$ cat config.mk
export PLATFORM = sky130hd
export DESIGN_NAME = byte_bus_bridge
export DESIGN_NICKNAME = d
export VERILOG_FILES = /design/src/rtl/bridge_pkg.sv /design/src/rtl/byte_bus_bridge_lane_sel.sv /design/src/rtl/byte_bus_bridge.sv
export SDC_FILE = /design/constraint.sdc
export NUM_CORES = 1
export LEC_CHECK = 0
export CAP_MARGIN = 10
export CORE_ASPECT_RATIO = 1.2
export CORE_MARGIN = 4
export CORE_UTILIZATION = 45
export DETAILED_ROUTE_END_ITERATION = 10
export PLACE_DENSITY = 0.79
export REMOVE_ABC_BUFFERS = 1
export SLEW_MARGIN = 10
export SYNTH_ARGS = -nofsm -noshare
export SYNTH_HDL_FRONTEND = slang
export SYNTH_SLANG_ARGS = --single-unit
$ cat constraint.sdc
create_clock -name i_clk -period 2.4 [get_ports i_clk]
set_clock_uncertainty 0.2 [all_clocks]
set_input_delay 0.72 -clock i_clk [delete_from_list [all_inputs] [get_ports i_clk]]
set_output_delay 0.72 -clock i_clk [all_outputs]
set_load 0.02 [all_outputs]
$ cat src/rtl/bridge_pkg.sv
// Shared types and constants for the byte-serial memory bridge.
package bridge_pkg;

    // Bridge sequencing states.
    typedef enum logic [1:0] {
        IDLE  = 2'd0,
        ISSUE = 2'd1,
        WAIT  = 2'd2,
        DONE  = 2'd3
    } state_t;

    localparam int NUM_LANES       = 4;
    localparam int TIMEOUT_DEF     = 15;
    localparam int MEM_ADDR_W_DEF  = 12;

    // Pick byte lane k out of a 32-bit word.
    function automatic logic [7:0] lane_byte(input logic [31:0] word, input logic [1:0] k);
        logic [7:0] b;
        case (k)
            2'd0:    b = word[7:0];
            2'd1:    b = word[15:8];
            2'd2:    b = word[23:16];
            default: b = word[31:24];
        endcase
        return b;
    endfunction

endpackage

$ cat src/rtl/byte_bus_bridge_lane_sel.sv
// Priority encoder: lowest enabled lane among the remaining byte enables.
module byte_lane_sel
    import bridge_pkg::*;
(
    input  logic [NUM_LANES-1:0] be_left,
    output logic [1:0]           lane,
    output logic                 any_left
);

    // Lane 0 has highest priority so lanes go out in ascending order.
    always_comb begin
        lane     = 2'd0;
        any_left = |be_left;
        if (be_left[0])      lane = 2'd0;
        else if (be_left[1]) lane = 2'd1;
        else if (be_left[2]) lane = 2'd2;
        else if (be_left[3]) lane = 2'd3;
    end

endmodule

$ cat src/rtl/byte_bus_bridge.sv
// Splits one 32-bit CPU access into single-byte memory transactions and
// reassembles reads little-endian.
//
// state | meaning
// ------+-----------------------------------------------------------
// IDLE  | ready for a CPU access
// ISSUE | one-cycle byte request for the lowest remaining lane
// WAIT  | waiting for the byte acknowledge, timeout counter running
// DONE  | one-cycle completion pulse, error flag valid
module byte_bus_bridge
    import bridge_pkg::*;
#(
    parameter int MEM_ADDR_W = MEM_ADDR_W_DEF,
    parameter int TIMEOUT    = TIMEOUT_DEF
) (
    input  logic                  i_clk,
    input  logic                  i_rst_n,
    input  logic                  i_cpu_req,
    input  logic                  i_cpu_write,
    input  logic [31:0]           i_cpu_addr,
    input  logic [31:0]           i_cpu_wdata,
    input  logic [3:0]            i_cpu_be,
    output logic                  o_cpu_ready,
    output logic [31:0]           o_cpu_rdata,
    output logic                  o_cpu_done,
    output logic                  o_cpu_err,
    output logic                  o_mem_request,
    output logic                  o_mem_write,
    output logic [MEM_ADDR_W-1:0] o_mem_address,
    output logic [7:0]            o_mem_data,
    input  logic [7:0]            i_mem_data,
    input  logic                  i_mem_DV
);

    localparam int TMO_W = $clog2(TIMEOUT + 1);

    state_t                state_q, state_d;
    logic                  write_q;
    logic [MEM_ADDR_W-3:0] addr_q;
    logic [31:0]           wdata_q;
    logic [3:0]            be_q;
    logic [31:0]           rdata_q;
    logic                  err_q;
    logic [TMO_W-1:0]      tmo_cnt_q;

    logic [1:0]            lane;
    logic                  any_left;
    logic [3:0]            be_next;
    logic                  accept;
    logic                  addr_err;
    logic                  lane_done;
    logic                  tmo_hit;

    // Word alignment is implied; the low address bits carry no meaning here.
    logic unused_addr_lsb;
    assign unused_addr_lsb = ^i_cpu_addr[1:0];

    byte_lane_sel u_lane_sel (
        .be_left  (be_q),
        .lane     (lane),
        .any_left (any_left)
    );

    assign be_next = be_q & ~(4'b0001 << lane);

    // State register.
    always_ff @(posedge i_clk or negedge i_rst_n) begin
        if (!i_rst_n) state_q <= IDLE;
        else          state_q <= state_d;
    end

    // Next-state decode and per-state outputs.
    always_comb begin
        state_d       = state_q;
        accept        = 1'b0;
        addr_err      = 1'b0;
        lane_done     = 1'b0;
        tmo_hit       = 1'b0;
        o_cpu_ready   = 1'b0;
        o_cpu_done    = 1'b0;
        o_cpu_err     = 1'b0;
        o_mem_request = 1'b0;
        o_mem_write   = 1'b0;
        o_mem_address = '0;
        o_mem_data    = 8'h00;
        case (state_q)
            IDLE: begin
                o_cpu_ready = 1'b1;
                if (i_cpu_req) begin
                    accept = 1'b1;
                    if (i_cpu_addr[31:MEM_ADDR_W] != '0) begin
                        addr_err = 1'b1;
                        state_d  = DONE;
                    end else if (i_cpu_be == 4'b0000) begin
                        state_d  = DONE;
                    end else begin
                        state_d  = ISSUE;
                    end
                end
            end
            ISSUE: begin
                o_mem_request = 1'b1;
                o_mem_write   = write_q;
                o_mem_address = {addr_q, lane};
                o_mem_data    = lane_byte(wdata_q, lane);
                state_d       = WAIT;
            end
            WAIT: begin
                o_mem_address = {addr_q, lane};
                o_mem_data    = lane_byte(wdata_q, lane);
                if (i_mem_DV) begin
                    lane_done = 1'b1;
                    state_d   = (be_next != 4'b0000) ? ISSUE : DONE;
                end else if (tmo_cnt_q == TMO_W'(TIMEOUT - 1)) begin
                    tmo_hit = 1'b1;
                    state_d = DONE;
                end
            end
            DONE: begin
                o_cpu_done = 1'b1;
                o_cpu_err  = err_q;
                state_d    = IDLE;
            end
            default: state_d = IDLE;
        endcase
    end

    // Access context, read reassembly, error flag and WAIT timeout counter.
    always_ff @(posedge i_clk or negedge i_rst_n) begin
        if (!i_rst_n) begin
            write_q   <= 1'b0;
            addr_q    <= '0;
            wdata_q   <= 32'h0;
            be_q      <= 4'h0;
            rdata_q   <= 32'h0;
            err_q     <= 1'b0;
            tmo_cnt_q <= '0;
        end else begin
            if (accept) begin
                write_q <= i_cpu_write;
                addr_q  <= i_cpu_addr[MEM_ADDR_W-1:2];
                wdata_q <= i_cpu_wdata;
                be_q    <= i_cpu_be;
                rdata_q <= 32'h0;
                err_q   <= addr_err;
            end
            if (state_q == ISSUE) begin
                tmo_cnt_q <= '0;
            end else if (state_q == WAIT && !i_mem_DV) begin
                tmo_cnt_q <= tmo_cnt_q + 1'b1;
            end
            if (lane_done) begin
                be_q <= be_next;
                if (!write_q) begin
                    for (int k = 0; k < NUM_LANES; k++) begin
                        if (lane == 2'(k)) rdata_q[8*k +: 8] <= i_mem_data;
                    end
                end
            end
            if (tmo_hit) err_q <= 1'b1;
        end
    end

    assign o_cpu_rdata = rdata_q;

endmodule
==> impl_metrics.env <==
export IMPL_period_share_pct=115
export IMPL_core_area_sq_mm=0.00861
export IMPL_leakage_nw=2.75
export IMPL_clock_sinks=86
export IMPL_critPathSlowestCell="or4b_4"
export IMPL_synthArstFlopShare_pct=100
export IMPL_grt_use_total_pct=21.0
export IMPL_vdd_ir_drop_max_uv=966
export IMPL_gp_congestion=0.843
export IMPL_tightest_slew_ns=0.658
export IMPL_synth_distinct_cells=35
export IMPL_yosys_warnings=0
export IMPL_crit_buf_inv=2
export IMPL_max_cap_violations=0
export IMPL_die_height_um=111
export IMPL_status="finished with violations"
export IMPL_nNetsFinal=619
export IMPL_synthFlopType="dfrtp_1"
export IMPL_synth_area_leaders="dfrtp_1 54%, mux2_2 12%, nand2_1 5.6%, mux2i_1 4.3%, o21ai_0 2.6%"
export IMPL_holdWs_ns=0.0391
export IMPL_setup_worst_path_class="reg -> out"
export IMPL_hold_viol=0
export IMPL_cp_slowest_stage_delay_ns=0.55
export IMPL_grt_antenna_before_repair=0
export IMPL_routed_wirelength_um=10900
export IMPL_critPathTopFamily="simple AND/OR/NAND/NOR gates"
export IMPL_dp_hpwl_um=8000
export IMPL_max_freq_mhz=361
export IMPL_start_util_pct=46.1
export IMPL_diodes=0
export IMPL_grt_ovfl_total=0
export IMPL_wl_per_cell_um=16.6
export IMPL_die_area_sq_mm=0.0104
export IMPL_detail_route_antenna_nets=0
export IMPL_clk_latency_ns=0.35
export IMPL_dp_slack_ns=-0.392
export IMPL_initialDrtViolationCount=147
export IMPL_cts_root_buf="clkbuf_8"
export IMPL_fin_tns_setup_ns=-3.77
export IMPL_violations="negative setup slack"
export IMPL_yosysSeqAreaShare_pct=54.2
export IMPL_period_needed_ns=2.77
export IMPL_arrival_ns=1.85
export IMPL_numCtsBuffers=9
export IMPL_htreeDepth=3
export IMPL_syn_area_sq_mm=0.00397
export IMPL_ys_seq_elements=86
export IMPL_p_per_area_mw_per_mm2=1310
export IMPL_grt_pass1_wl_um=17400
export IMPL_synth_edff_count=0
export IMPL_cts_buffer_depth=2
export IMPL_syn_area_per_cell_sq_um=10.9
export IMPL_grt_start_max_net_pins=51
export IMPL_dieWidth_um=93.8
export IMPL_syn_inst=363
export IMPL_endpoint_kind="output pin"
export IMPL_worst_path_max_fanout=4
export IMPL_synth_top_cell_area_share_pct=54.2
export IMPL_setup_violations=20
export IMPL_path_cells="or4b_4 -> buf_6 -> o221ai_2 -> nor2_1 -> buf_4"
export IMPL_n_fill_cell=657
export IMPL_post_route_util_pct=70.4
export IMPL_drc_errors=0
export IMPL_io_buffers=135
export IMPL_relSlewSlack_pct=56.2
export IMPL_row_count=37
export IMPL_first_pass_iters=4
export IMPL_cts_tree="built"
export IMPL_drive_gt1_share_pct=29.2
export IMPL_required_ns=1.48
export IMPL_clk_pin_slew_worst_paths_ns=0.08
export IMPL_yosysTopAreaCell="dfrtp_1"
export IMPL_hold_class="in -> async"
export IMPL_drv_slew=0
export IMPL_syn_to_final_growth_pct=52.7
export IMPL_startpoint_type="flip-flop"
export IMPL_pin_count=138
export IMPL_timing_final_ws_setup_ns=-0.369
export IMPL_num_vias=3348
export IMPL_grt_pass1_vias=3590
export IMPL_rsz0062_at_grt="true"
export IMPL_via_per_inst=5.12
==> logic make-up after synthesis <==
logic type | count (synthesis) | share of synthesized area (%)
AND/OR/NAND/NOR | 108 | 12.8
flip-flops | 86 | 54.2
AO/OA/AOI/OAI | 63 | 9.76
multiplexers | 60 | 16.5
buffers and inverters | 36 | 4.00
adder cells (fa/ha/maj) | 7 | 2.14
XOR/XNOR | 3 | 0.662
==> registers in the layout, summed over array words and instances (netlist names) <==
signal and count:
state_q 2, write_q 1, wdata_q 32, tmo_cnt_q 4, addr_q 10, o_cpu_rdata 32
err_q 1, be_q 4
==> final timing paths <==
| path | start | end | slack, ns | depth (start not counted) |
|---|---|---|---|---|
| setup / recovery | be_q[2] | o_mem_data[5] | -0.37 | 5 |
| hold / removal | i_rst_n | o_cpu_rdata[24] | 0.04 | 1 |
| setup reg to reg | be_q[2] | o_cpu_rdata[25] | 0.26 | 7 |
| hold reg to reg | wdata_q[16] | wdata_q[16] | 0.31 | 1 |
| max in group asynchronous | i_rst_n | addr_q[6] | 1.42 | 2 |
| min in group i_clk | wdata_q[16] | wdata_q[16] | 0.31 | 1 |
==> through the flow <==
| stage | cell area [sq um] | instances | power, W |
|---|---|---|---|
| global placement | 5710 | 632 | 0.00642 |
| floorplan | 3880 | 345 | 0.00450 |
| finish | 6070 | 654 | 0.00797 |
| CTS | 6000 | 654 | 0.00786 |
| global route | 6070 | 654 | 0.00850 |
| detailed placement | 5710 | 632 | 0.00655 |
==> what timing repair did <==
action,CTS,global route
setup endpoints to repair,25,22
pin swaps,10,3
endpoints found under the hold margin,0,0
setup buffers,6,2
gates resized for setup,151,23
hold buffers,0,0
==> cell type report <==
class	instances	area, sq um	area share, %
inverter	18	67.6	1.11
tap	117	146	2.41
timing repair buffer	176	1720	28.4
clock inverter	4	30.0	0.495
clock buffer	12	145	2.39
sequential	86	2150	35.5
multi-input combinational	241	1800	29.7
==> synthesized netlist by cell type (5+ instances only) <==
master and number:
dfrtp_1 86, nand2_1 59, mux2_2 43, o21ai_0 21, inv_1 18, mux2i_1 17
a21oi_1 16, and2_1 13, nor2_1 11, o22ai_1 10, clkbuf_1 9, ha_1 6
buf_1 5, nor4_1 5
==> power breakdown <==
part / total, W / internal (W) / switching, W
clock: 0.000917 / 0.000411 / 0.000506
combinational: 0.00463 / 0.00246 / 0.00217
sequential: 0.00242 / 0.00205 / 0.000369
total: 0.00797 / 0.00492 / 0.00305
==> placed cells by master, fill, tap and decap left out, drive strengths merged, types with 3 or more instances in the layout <==
master / count
nor3: 4
and2: 13
mux2i: 17
buf: 65
mux2: 43
o21ai: 24
nand2b: 3
dfrtp: 86
nand3: 4
nor2: 11
o22a: 4
clkbuf: 13
o22ai: 10
o221ai: 4
nor2b: 3
nor4: 5
inv: 20
nand2: 59
a22o: 3
ha: 6
a21oi: 16
clkdlybuf4s50: 109
==> metal layers <==
layer | global-route usage (%) | routed length, um | vias up
met3 | 7.13 | 823 | 16
li1 | - | - | 1591
met5 | 0 | 0 | -
met2 | 36.8 | 5600 | 122
met4 | 5.39 | 162 | 0
met1 | 24.4 | 4300 | 1619
(Power assumes the default switching activity.)
